$ cat src/rtl/mem_arb_pkg.sv
// Shared types and constants for the instruction/data cache memory-port arbiter.
// Holds the FSM state encoding, owner encoding, beat address step and winner-selection helpers.
package mem_arb_pkg;

    typedef enum logic [1:0] {
        IDLE = 2'd0,
        BUSY = 2'd1,
        DONE = 2'd2
    } arb_state_t;

    typedef enum logic {
        OWN_I = 1'b0,
        OWN_D = 1'b1
    } owner_t;

    // Byte distance between consecutive words of a line burst.
    localparam int unsigned BEAT_INCR = 4;

    // A lone requester always wins; on a tie the cache that did not own last time goes first.
    function automatic owner_t rr_winner(input logic ic_req, input logic dc_req,
                                         input owner_t last_owner);
        owner_t w;
        if (ic_req && dc_req) begin
            w = (last_owner == OWN_I) ? OWN_D : OWN_I;
        end else if (dc_req) begin
            w = OWN_D;
        end else begin
            w = OWN_I;
        end
        return w;
    endfunction

    function automatic owner_t prio_winner(input logic dc_req);
        return dc_req ? OWN_D : OWN_I;
    endfunction

endpackage

$ cat src/rtl/mem_arb_beat_counter.sv
// Beat counter for one line burst: tracks the current word index, flags the last
// word and forms the byte address of the current beat from the line base.
module mem_arb_beat_counter
    import mem_arb_pkg::*;
#(
    parameter  int WORD_SIZE  = 32,
    parameter  int BLOCK_SIZE = 4,
    localparam int BEAT_W     = $clog2(BLOCK_SIZE)
) (
    input  logic                 clock,
    input  logic                 reset,
    input  logic                 clear,
    input  logic                 advance,
    input  logic [WORD_SIZE-1:0] base,
    output logic [BEAT_W-1:0]    beat,
    output logic                 last,
    output logic [WORD_SIZE-1:0] addr
);

    logic [BEAT_W-1:0] beat_reg;

    // The count saturates on the last word so it can never wrap inside a burst.
    always_ff @(posedge clock or posedge reset) begin
        if (reset) begin
            beat_reg <= '0;
        end else if (clear) begin
            beat_reg <= '0;
        end else if (advance && !last) begin
            beat_reg <= beat_reg + 1'b1;
        end
    end

    assign beat = beat_reg;
    assign last = (beat_reg == BEAT_W'(BLOCK_SIZE - 1));
    assign addr = base + (WORD_SIZE'(beat_reg) * WORD_SIZE'(BEAT_INCR));

endmodule

$ cat src/rtl/mem_arbiter.sv
// Line-burst arbiter sharing one memory port between the I-cache and D-cache.
// Define MEM_ARB_DCACHE_PRIO_EN for fixed D-cache priority; otherwise round-robin.
module mem_arbiter
    import mem_arb_pkg::*;
#(
    parameter int WORD_SIZE  = 32,
    parameter int BLOCK_SIZE = 4
) (
    input  logic                 clock,
    input  logic                 reset,

    input  logic                 ic_req,
    input  logic [WORD_SIZE-1:0] ic_addr,
    output logic                 ic_grant,
    output logic [WORD_SIZE-1:0] ic_rdata,
    output logic                 ic_valid,
    output logic                 ic_done,

    input  logic                 dc_req,
    input  logic                 dc_write,
    input  logic [WORD_SIZE-1:0] dc_addr,
    input  logic [WORD_SIZE-1:0] dc_wdata,
    output logic                 dc_grant,
    output logic [WORD_SIZE-1:0] dc_rdata,
    output logic                 dc_valid,
    output logic                 dc_done,

    output logic [WORD_SIZE-1:0] mem_addr,
    output logic [WORD_SIZE-1:0] mem_wdata,
    output logic                 mem_read,
    output logic                 mem_write,
    input  logic [WORD_SIZE-1:0] mem_rdata,
    input  logic                 mem_ready
);

    localparam int BEAT_W = $clog2(BLOCK_SIZE);
    localparam logic [WORD_SIZE-1:0] LINE_MASK = WORD_SIZE'(BLOCK_SIZE * BEAT_INCR - 1);

    arb_state_t           state_reg, state_next;
    owner_t               owner_reg, owner_next;
    owner_t               winner;
    logic                 op_reg, op_next;
    logic [WORD_SIZE-1:0] base_reg, base_next;
    logic                 start;

    logic                 beat_clear;
    logic                 beat_advance;
    logic [BEAT_W-1:0]    beat;
    logic                 beat_last;
    logic [WORD_SIZE-1:0] beat_addr;
    logic                 beat_unused;

    assign start = (state_reg == IDLE) && (ic_req || dc_req);

`ifdef MEM_ARB_DCACHE_PRIO_EN
    assign winner = prio_winner(dc_req);
`else
    owner_t last_owner_reg;

    // Reset to D so that the first contested request is served for the I-cache.
    always_ff @(posedge clock or posedge reset) begin
        if (reset) begin
            last_owner_reg <= OWN_D;
        end else if (start) begin
            last_owner_reg <= winner;
        end
    end

    assign winner = rr_winner(ic_req, dc_req, last_owner_reg);
`endif

    mem_arb_beat_counter #(
        .WORD_SIZE  (WORD_SIZE),
        .BLOCK_SIZE (BLOCK_SIZE)
    ) u_beat_counter (
        .clock   (clock),
        .reset   (reset),
        .clear   (beat_clear),
        .advance (beat_advance),
        .base    (base_reg),
        .beat    (beat),
        .last    (beat_last),
        .addr    (beat_addr)
    );

    assign beat_unused = ^beat;

    always_ff @(posedge clock or posedge reset) begin
        if (reset) begin
            state_reg <= IDLE;
            owner_reg <= OWN_I;
            op_reg    <= 1'b0;
            base_reg  <= '0;
        end else begin
            state_reg <= state_next;
            owner_reg <= owner_next;
            op_reg    <= op_next;
            base_reg  <= base_next;
        end
    end

    always_comb begin
        state_next   = state_reg;
        owner_next   = owner_reg;
        op_next      = op_reg;
        base_next    = base_reg;
        beat_clear   = 1'b0;
        beat_advance = 1'b0;
        ic_grant     = 1'b0;
        dc_grant     = 1'b0;
        ic_done      = 1'b0;
        dc_done      = 1'b0;
        mem_read     = 1'b0;
        mem_write    = 1'b0;
        mem_addr     = '0;
        mem_wdata    = '0;

        case (state_reg)
            IDLE: begin
                if (start) begin
                    owner_next = winner;
                    // Only a D-cache burst can be a write-back; I-cache bursts are always reads.
                    op_next    = (winner == OWN_D) && dc_write;
                    base_next  = ((winner == OWN_D) ? dc_addr : ic_addr) & ~LINE_MASK;
                    beat_clear = 1'b1;
                    state_next = BUSY;
                end
            end
            BUSY: begin
                ic_grant  = (owner_reg == OWN_I);
                dc_grant  = (owner_reg == OWN_D);
                mem_read  = !op_reg;
                mem_write = op_reg;
                mem_addr  = beat_addr;
                mem_wdata = dc_wdata;
                if (mem_ready) begin
                    beat_advance = 1'b1;
                    if (beat_last) begin
                        state_next = DONE;
                    end
                end
            end
            DONE: begin
                ic_grant   = (owner_reg == OWN_I);
                dc_grant   = (owner_reg == OWN_D);
                ic_done    = (owner_reg == OWN_I);
                dc_done    = (owner_reg == OWN_D);
                state_next = IDLE;
            end
            default: begin
                state_next = IDLE;
            end
        endcase
    end

    // Per-owner return path: valid pulses the cycle after a completed beat.
    generate
        for (genvar gi = 0; gi < 2; gi++) begin : g_owner
            logic                 beat_hit;
            logic                 valid_reg;
            logic [WORD_SIZE-1:0] rdata_reg;

            assign beat_hit = (state_reg == BUSY) && mem_ready
                              && (owner_reg == owner_t'(1'(gi)));

            always_ff @(posedge clock or posedge reset) begin
                if (reset) begin
                    valid_reg <= 1'b0;
                    rdata_reg <= '0;
                end else begin
                    valid_reg <= beat_hit;
                    if (beat_hit && !op_reg) begin
                        rdata_reg <= mem_rdata;
                    end
                end
            end
        end
    endgenerate

    assign ic_valid = g_owner[0].valid_reg;
    assign ic_rdata = g_owner[0].rdata_reg;
    assign dc_valid = g_owner[1].valid_reg;
    assign dc_rdata = g_owner[1].rdata_reg;

endmodule

$ cat config.mk
export PLATFORM = sky130hd
export DESIGN_NAME = mem_arbiter
export DESIGN_NICKNAME = d
export VERILOG_FILES = /design/src/rtl/mem_arb_pkg.sv /design/src/rtl/mem_arb_beat_counter.sv /design/src/rtl/mem_arbiter.sv
export SDC_FILE = /design/constraint.sdc
export NUM_CORES = 1
export LEC_CHECK = 0
export CAP_MARGIN = 20
export CELL_PAD_IN_SITES_DETAIL_PLACEMENT = 0
export CELL_PAD_IN_SITES_GLOBAL_PLACEMENT = 1
export CORE_MARGIN = 2
export CORE_UTILIZATION = 30
export CTS_CLUSTER_DIAMETER = 40
export CTS_CLUSTER_SIZE = 25
export DETAILED_ROUTE_END_ITERATION = 10
export PLACE_DENSITY = 0.92
export RECOVER_POWER = 100
export SKIP_LAST_GASP = 1
export SLEW_MARGIN = 30
export SYNTH_ARGS = -nofsm -noshare
export SYNTH_HDL_FRONTEND = slang
export SYNTH_SLANG_ARGS = --single-unit
export TNS_END_PERCENT = 5
$ cat constraint.sdc
create_clock -name clock -period 6.7 [get_ports clock]
set_clock_uncertainty 0.2 [all_clocks]
set_input_delay 0.67 -clock clock [delete_from_list [all_inputs] [get_ports clock]]
set_output_delay 0.67 -clock clock [all_outputs]
set_load 0.005 [all_outputs]
# Yosys cells after proc, flatten, opt, wreduce, memory -nomap -nowiden
# Index checks and enable logic that the tools add are counted.
dict set report word_totals {
  ff_bits 101
  input_bits 134
  output_inout_bits 136
  wordCells 58
}
dict set report classes {
  add_sub_neg 2
  n_eq_ne 6
  muxes 22
  bitwise_logic 1
  n_reduce_logical 17
}
# operator n
set ops {}
lappend ops {{32-bit two-way mux} 3}
lappend ops {{32-bit by 4-bit adder with 32-bit output} 1}
lappend ops {{1-bit two-way mux} 13}
lappend ops {{2-bit two-way mux} 5}
lappend ops {{1-bit logical AND} 9}
lappend ops {{2-bit == test, second input constant} 2}
lappend ops {{2-bit != test, second input constant} 2}
lappend ops {{2-bit one-hot mux with 2 select lines} 1}
lappend ops {{3-bit AND reduction} 1}
lappend ops {{2-bit by 1-bit adder with 2-bit output, second input constant} 1}
lappend ops {{2-bit by 1-bit == test with 1-bit output, second input constant} 1}
lappend ops {{1-bit zero test} 2}
lappend ops {{2-bit zero test} 1}
lappend ops {{2-bit by 1-bit != test with 1-bit output, second input constant} 1}
lappend ops {{2-bit AND reduction} 1}
lappend ops {{2-bit nonzero test} 1}
lappend ops {{2-bit OR reduction} 1}
lappend ops {{1-bit logical OR} 1}
lappend ops {{1-bit NOT} 1}

# Longest topological paths before layout
# Gate-level depths: netlist (run 1).
dict set report logic_depth {
  ltp_word 5
  depth_mapped 7
  mapped_depth_nobuf 5
}

# Cells and area by module
# A second synthesis (run 1) with hierarchy kept.
dict set report hier_totals {
  cells_unflattened 493
  hier_area_um2 5207.5
}
# module instances cells_each area_per_inst_um2 seq_area_each_um2
set modules_own_cells {}
lappend modules_own_cells {mem_arbiter 1 399 4465.5 2478.6}
lappend modules_own_cells {mem_arb_beat_counter 1 94 742.0 50.0}

# Worst setup path after synthesis (run 1)
# OpenSTA, ideal clock, no wires.
dict set report synth_path {
  kind {register to output}
  startpoint {reg state_reg[1]}
  endpoint {out mem_addr[13]}
  arrival_time_ps 1260
  t_required_ps 5830
  setup_slack_ps 4570
  path_stages_with_launch 6
  path_buffers 2
  path_cell_list {dfrtp_1 -> inv_1 -> ha_1 -> clkbuf_1 -> clkbuf_1 -> and2_1}
}
dict set report synth_between {
  elab_chain_cells 2
}
# item line_no
set synth_rtl {}
lappend synth_rtl {{from (decl)} mem_arbiter.sv:39} ;# arb_state_t state_reg, state_next;
lappend synth_rtl {{from (signal assigned)} mem_arbiter.sv:95} ;# state_reg <= state_next;
lappend synth_rtl {{2-bit by 1-bit == test with 1-bit output} mem_arbiter.sv:118} ;# case (state_reg)
lappend synth_rtl {{32-bit two-way mux} mem_arbiter.sv:118}
lappend synth_rtl {{to (decl)} mem_arbiter.sv:28} ;# output logic [WORD_SIZE-1:0] mem_addr,
# Every way passes these cells.

# Final worst setup path (run 1)
dict set report layout_path {
  startpoint {reg state_reg[1]}
  endpoint {out mem_wdata[29]}
}
dict set report layout_between {
  elab_chain_cells 2
}
# item line_no
set layout_rtl {}
lappend layout_rtl {{2-bit by 1-bit == test with 1-bit output} mem_arbiter.sv:118}
lappend layout_rtl {{32-bit two-way mux} mem_arbiter.sv:118}
lappend layout_rtl {{to (decl)} mem_arbiter.sv:29} ;# output logic [WORD_SIZE-1:0] mem_wdata,
# Every way passes these cells.

==> results of run 1 <==
worst max-delay path: cells and delay by family (launching register included):
family / cells / cell delay [ns]
adders and majority gates: 1 / 1.45
and+or+nand+nor: 1 / 0.27
DFF: 1 / 0.39
buffers and inverters: 2 / 0.70
routing by layer:
metal,track usage [%],vias to the layer above,part of all wire (%)
met2,27.9,162,48
met5,0,-,0
met4,3.32,0,1.1
li1,-,1848,-
met1,19.1,1872,42
met3,6.53,12,8.7
final cells by class:
type                    count  area share [%]
multi-input cells         274            24.9
well taps                 188            3.10
clock inverters             6           0.710
clock buffers              10            3.02
repair buffers            264            34.8
inverters                   3           0.165
flip-flops and latches    101            33.4
cell families (layout without fill, tap and decap cells):
logic type,after synthesis,in the layout,share of synthesized area [%]
xor+xnor,1,1,0.188
mux,66,66,18.4
buf+inv,31,283,3.28
flops,101,101,54.3
compound gates,67,67,7.72
simple gates,133,133,14.7
fa+ha+maj,5,5,1.34
other cells,1,2,0.0806
stage by stage:
stage	power [mW]	hold slack [ns]	worst slack, ns	util (%)	cells
3_5_place_dp	2.70	0.284	3.38	48.8	830
6_report	2.97	0.288	2.65	49.8	846
3_3_place_gp	2.65	0.275	3.50	48.7	829
2_1_floorplan	1.77	0.283	3.18	-	406
5_1_grt	3.20	0.314	2.22	49.8	846
4_1_cts	3.22	0.301	3.27	50.7	846
cell usage in the layout, fill, tap and decap left out, types with 21 or more instances in the layout:
master / count
mux2_2: 33
dlygate4sd3_1: 92
nand2_1: 29
mux2_1: 32
a21oi_1: 58
dfrtp_1: 100
and2_1: 21
and2_0: 44
nor2_1: 32
clkdlybuf4s50_1: 167
power breakdown:
part | leakage [nW] | switching (mW) | internal [mW] | total (mW)
logic | 1.89 | 0.557 | 0.841 | 1.40
clock network | 0.136 | 0.244 | 0.260 | 0.504
registers | 1.20 | 0.157 | 0.913 | 1.07
path summary, 6_finish.rpt:
| check | depth (start not counted) | slack (ns) | start | to |
|---|---|---|---|---|
| hold / removal | 1 | 0.29 | dc_rdata[11] | dc_rdata[11] |
| setup / recovery | 4 | 2.65 | state_reg[1] | mem_wdata[29] |
| max in group asynchronous | 3 | 2.83 | reset | ic_rdata[8] |
| setup reg to reg | 6 | 2.78 | state_reg[1] | ic_rdata[22] |
| hold reg to reg | 1 | 0.29 | dc_rdata[11] | dc_rdata[11] |
| min in group asynchronous | 2 | 0.78 | reset | base_reg[29] |
==> results.sh, run 1 <==
export IMPL_status="finished with violations"
export IMPL_violations="max-capacitance violations, max-slew violations"
export IMPL_cts_max_level=3
export IMPL_vdd_ir_drop_max_mv=0.150
export IMPL_placement_io_buffers=259
export IMPL_cts_made_buffers=9
export IMPL_die_y_um=129
export IMPL_syn_inst=405
export IMPL_cts_setup_buffers=0
export IMPL_path_max_fanout=68
export IMPL_slowest_delay_ns=1.45
export IMPL_max_slew_worst_pin_slew_ns=2.35
export IMPL_ys_warn_count=0
export IMPL_netlist_area_leader_share_pct=53.8
export IMPL_synth_top_cell_by_area="dfrtp_1"
export IMPL_die_w_um=129
export IMPL_routed_wl_mm=13.3
export IMPL_drv_cap=2
export IMPL_finalSetupViolCount=0
export IMPL_layout_drive_gt1_share_pct=8.81
export IMPL_clk_latency_ns=0.34
export IMPL_vias=3894
export IMPL_drtPass1Iterations=4
export IMPL_antenna_left=0
export IMPL_drt_initial_drc_count=146
export IMPL_async_reset_ff_share_pct=100
export IMPL_cts_num_sinks=101
export IMPL_required_ns=5.83
export IMPL_netlist_top_cells_area="dfrtp_1 54%, mux2_4 9.7%, and2_1 8.7%, mux2_2 8.0%, a21oi_1 6.2%"
export IMPL_drcViolationCount=0
export IMPL_p_leak_nw=3.23
export IMPL_worstPathArrival_ns=3.18
export IMPL_multiInputGateArea_um2=1880
export IMPL_track_usage_pct=16.1
export IMPL_final_cell_area_um2=7580
export IMPL_initial_utilization_pct=30.6
export IMPL_grt_pass1_vias=4062
export IMPL_slew_viol_final=110
export IMPL_cts_hold_buf=0
export IMPL_viasPerCell=4.60
export IMPL_start_kind="flop"
export IMPL_synth_area_um2=4650
export IMPL_cts_path_max_buffers=2
export IMPL_synth_seq_area_share_pct=54.3
export IMPL_dieArea_um2=16500
export IMPL_cts_root_buf="clkbuf_16"
export IMPL_maxSlewHeadroom_pct=-56.5
export IMPL_grt_start_max_net_pins=69
export IMPL_fin_crit_ns=4.05
export IMPL_core_area_um2=15200
export IMPL_crit_type="flop to primary output"
export IMPL_synth_edff_count=0
export IMPL_power_per_cell_area_nw_per_um2=392
export IMPL_avgRoutedWirePerCell_um=15.7
export IMPL_tns_ns=0
export IMPL_avgSynthCellArea_um2=11.5
export IMPL_area_delta_synth_final_pct=62.8
export IMPL_clkTransAtPathRegs_ns=0.07
export IMPL_regArea_um2=2530
export IMPL_fillers=1378
export IMPL_placed_area_um2=7420
export IMPL_rsz0062_at_grt="no"
export IMPL_synthFlopType="dfrtp_1"
export IMPL_grt_pass1_wl_mm=21.1
export IMPL_cts_repair_resized=0
export IMPL_synth_most_common_cell="dfrtp_1"
export IMPL_overflow=0
export IMPL_hold_class="flop to flop"
export IMPL_crit_chain="inv_1, ha_1, and2_1, dlygate4sd3_1"
export IMPL_ios=270
export IMPL_fp_row_count=45
export IMPL_globalplace_congestion=0.743
export IMPL_nets=792
export IMPL_dp_hpwl_mm=9.91
export IMPL_finalHoldViolCount=0
export IMPL_cp_end_kind="primary output"
export IMPL_fmax_ghz=0.247
export IMPL_yosysUniqueCellTypes=32
export IMPL_synth_seq_cells=101
export IMPL_cts_tree="built"
export IMPL_antenna_found_initial=0
export IMPL_diodes=0
export IMPL_fin_crit_sh_pct=60.4
export IMPL_synth_common_cells="100 x dfrtp_1, 65 x and2_1, 58 x a21oi_1"
export IMPL_slowest_stage="ha_1"
(Power assumes the default switching activity.)
==> run 2: changes to the inputs <==
CORE_UTILIZATION = 28   (was 30)
PLACE_DENSITY = 0.87   (was 0.92)
clock period = 4.1 ns   (was 6.7 ns; I/O delays follow)
==> run 2 against run 1 <==
  * The flow still finishes with violations (max-capacitance violations, max-slew violations)
  * Non-clock buffer count increased by 1
  * Setup slack got worse by 1.9 ns
  * Worst hold slack better by 0.00088 ns
  * Critical path type is now flop to flop
  * Final cell count is 3.9% higher
  * Highest routed layer unchanged
  * Clock-buffer cell count unchanged
  * Global-route usage decreased by 0.17 points
  * Critical endpoint is now ic_rdata[22]
  * Core utilization is 3.5 points lower
  * Flip-flop and latch count stayed put
  * First-iteration DRC count grew 20%
  * Via count grew 0.23%
==> results.sh, run 2 (same netlist as run 1, synthesis figures left out) <==
export IMPL_drtPass1Iterations=4
export IMPL_vdd_ir_drop_max_mv=0.271
export IMPL_nets=793
export IMPL_hold_class="flop to flop"
export IMPL_drcViolationCount=0
export IMPL_r2r_cells=6
export IMPL_area_delta_synth_final_pct=63.4
export IMPL_path_max_fanout=22
export IMPL_multiInputGateArea_um2=1860
export IMPL_cts_made_buffers=9
export IMPL_die_w_um=133
export IMPL_cts_root_buf="clkbuf_16"
export IMPL_clkTransAtPathRegs_ns=0.07
export IMPL_placement_io_buffers=259
export IMPL_routed_wl_mm=13.8
export IMPL_maxSlewHeadroom_pct=-23.5
export IMPL_start_kind="flop"
export IMPL_core_area_um2=16400
export IMPL_final_cell_area_um2=7600
export IMPL_dp_cells=863
export IMPL_fp_row_count=47
export IMPL_fillers=1491
export IMPL_vias=3903
export IMPL_clk_latency_ns=0.34
export IMPL_worstPathArrival_ns=3.34
export IMPL_worstHoldPathCells=1
export IMPL_p_leak_nw=3.27
export IMPL_cp_end_kind="flop"
export IMPL_instances_no_fill=879
export IMPL_pre_cts_ws_ns=1.36
export IMPL_crit_path_start="state_reg[1]"
export IMPL_drv_cap=3
export IMPL_diodes=0
export IMPL_ios=270
export IMPL_grt_pass1_vias=4127
export IMPL_cts_num_sinks=101
export IMPL_fmax_ghz=0.303
export IMPL_cts_max_level=3
export IMPL_max_slew_worst_pin_slew_ns=1.84
export IMPL_slowest_delay_ns=1.23
export IMPL_tns_ns=0
export IMPL_cts_setup_buffers=0
export IMPL_cts_path_max_buffers=2
export IMPL_regArea_um2=2530
export IMPL_grt_start_max_net_pins=65
export IMPL_die_y_um=133
export IMPL_antenna_left=0
export IMPL_overflow=0
export IMPL_required_ns=4.13
export IMPL_final_common_cell="clkdlybuf4s50_1"
export IMPL_finalPower_mw=4.87
export IMPL_slew_viol_final=86
export IMPL_viasPerCell=4.44
export IMPL_crit_type="flop to flop"
export IMPL_cts_hold_buf=0
export IMPL_drt_initial_drc_count=175
export IMPL_dieArea_um2=17700
export IMPL_slowest_stage="nor3_1"
export IMPL_min_from="dc_rdata[12]"
export IMPL_avgRoutedWirePerCell_um=15.7
export IMPL_finalHoldViolCount=0
export IMPL_crit_chain="inv_1, ha_1, nand2_1, nor3_1, buf_4, mux2_2"
export IMPL_fin_ws_ns=0.798
export IMPL_grt_pass1_wl_mm=22.2
export IMPL_violations="max-capacitance violations, max-slew violations"
export IMPL_track_usage_pct=16.0
export IMPL_fin_crit_ns=3.30
export IMPL_initial_utilization_pct=28.4
export IMPL_globalplace_congestion=0.789
export IMPL_layout_drive_gt1_share_pct=8.95
export IMPL_status="finished with violations"
export IMPL_finalSetupViolCount=0
export IMPL_worst_hold_slack_ns=0.289
export IMPL_power_per_cell_area_nw_per_um2=640
export IMPL_rsz0062_at_grt="no"
export IMPL_utilization_pct=46.3
export IMPL_antenna_found_initial=0
export IMPL_fin_crit_sh_pct=80.5
export IMPL_mostFrequentLayoutCells="159 x clkdlybuf4s50_1, 100 x dfrtp_1, 100 x dlygate4sd3_1, 58 x a21oi_1, 36 x and2_0"
export IMPL_placed_area_um2=7460
export IMPL_r2r_start="state_reg[1]"
export IMPL_cts_repair_resized=0
export IMPL_dp_hpwl_mm=10.4
export IMPL_cts_tree="built"
## run 2: changes by cell type in the layout (fill, tap and decap cells not counted), moves of 8 or more
cell and delta:
clkdlybuf4s50_1 -8, and2_0 -8, and2_1 +8, dlygate4sd3_1 +8
## run 2: report_power, final
group	switching (mW)	internal (mW)
clock network	0.404	0.439
logic	0.911	1.36
registers	0.260	1.49
## run 2: final timing paths
kind / endpoint / slack [ns]
max: ic_rdata[22] / 0.80
min: dc_rdata[12] / 0.29
max reg2reg: ic_rdata[22] / 0.80
min reg2reg: dc_rdata[12] / 0.29
max in group asynchronous: ic_rdata[11] / 1.31
min in group asynchronous: dc_rdata[0] / 0.79
## run 2: worst max-delay path: cells and delay by family (launching register included)
| family | cells | cell delay (ns) |
|---|---|---|
| and+or+nand+nor | 2 | 1.33 |
| buffers and inverters | 2 | 0.61 |
| DFF | 1 | 0.40 |
| adders and majority gates | 1 | 0.26 |
| muxes | 1 | 0.38 |
## run 2: final cells by class
cell class              instances  area share (%)
inverters                       3           0.165
repair buffers                265            34.6
clock buffers                  10            3.14
flip-flops and latches        101            33.3
clock inverters                 6           0.691
well taps                     220            3.62
multi-input cells             274            24.5
## run 2: per-layer routing
metal | vias to the layer above | track usage, % | routed length (um)
met2 | 169 | 26.4 | 6670
met1 | 1875 | 19.7 | 5810
li1 | 1845 | - | -
met3 | 14 | 6.02 | 1110
met4 | 0 | 4.06 | 205
met5 | - | 0 | 0
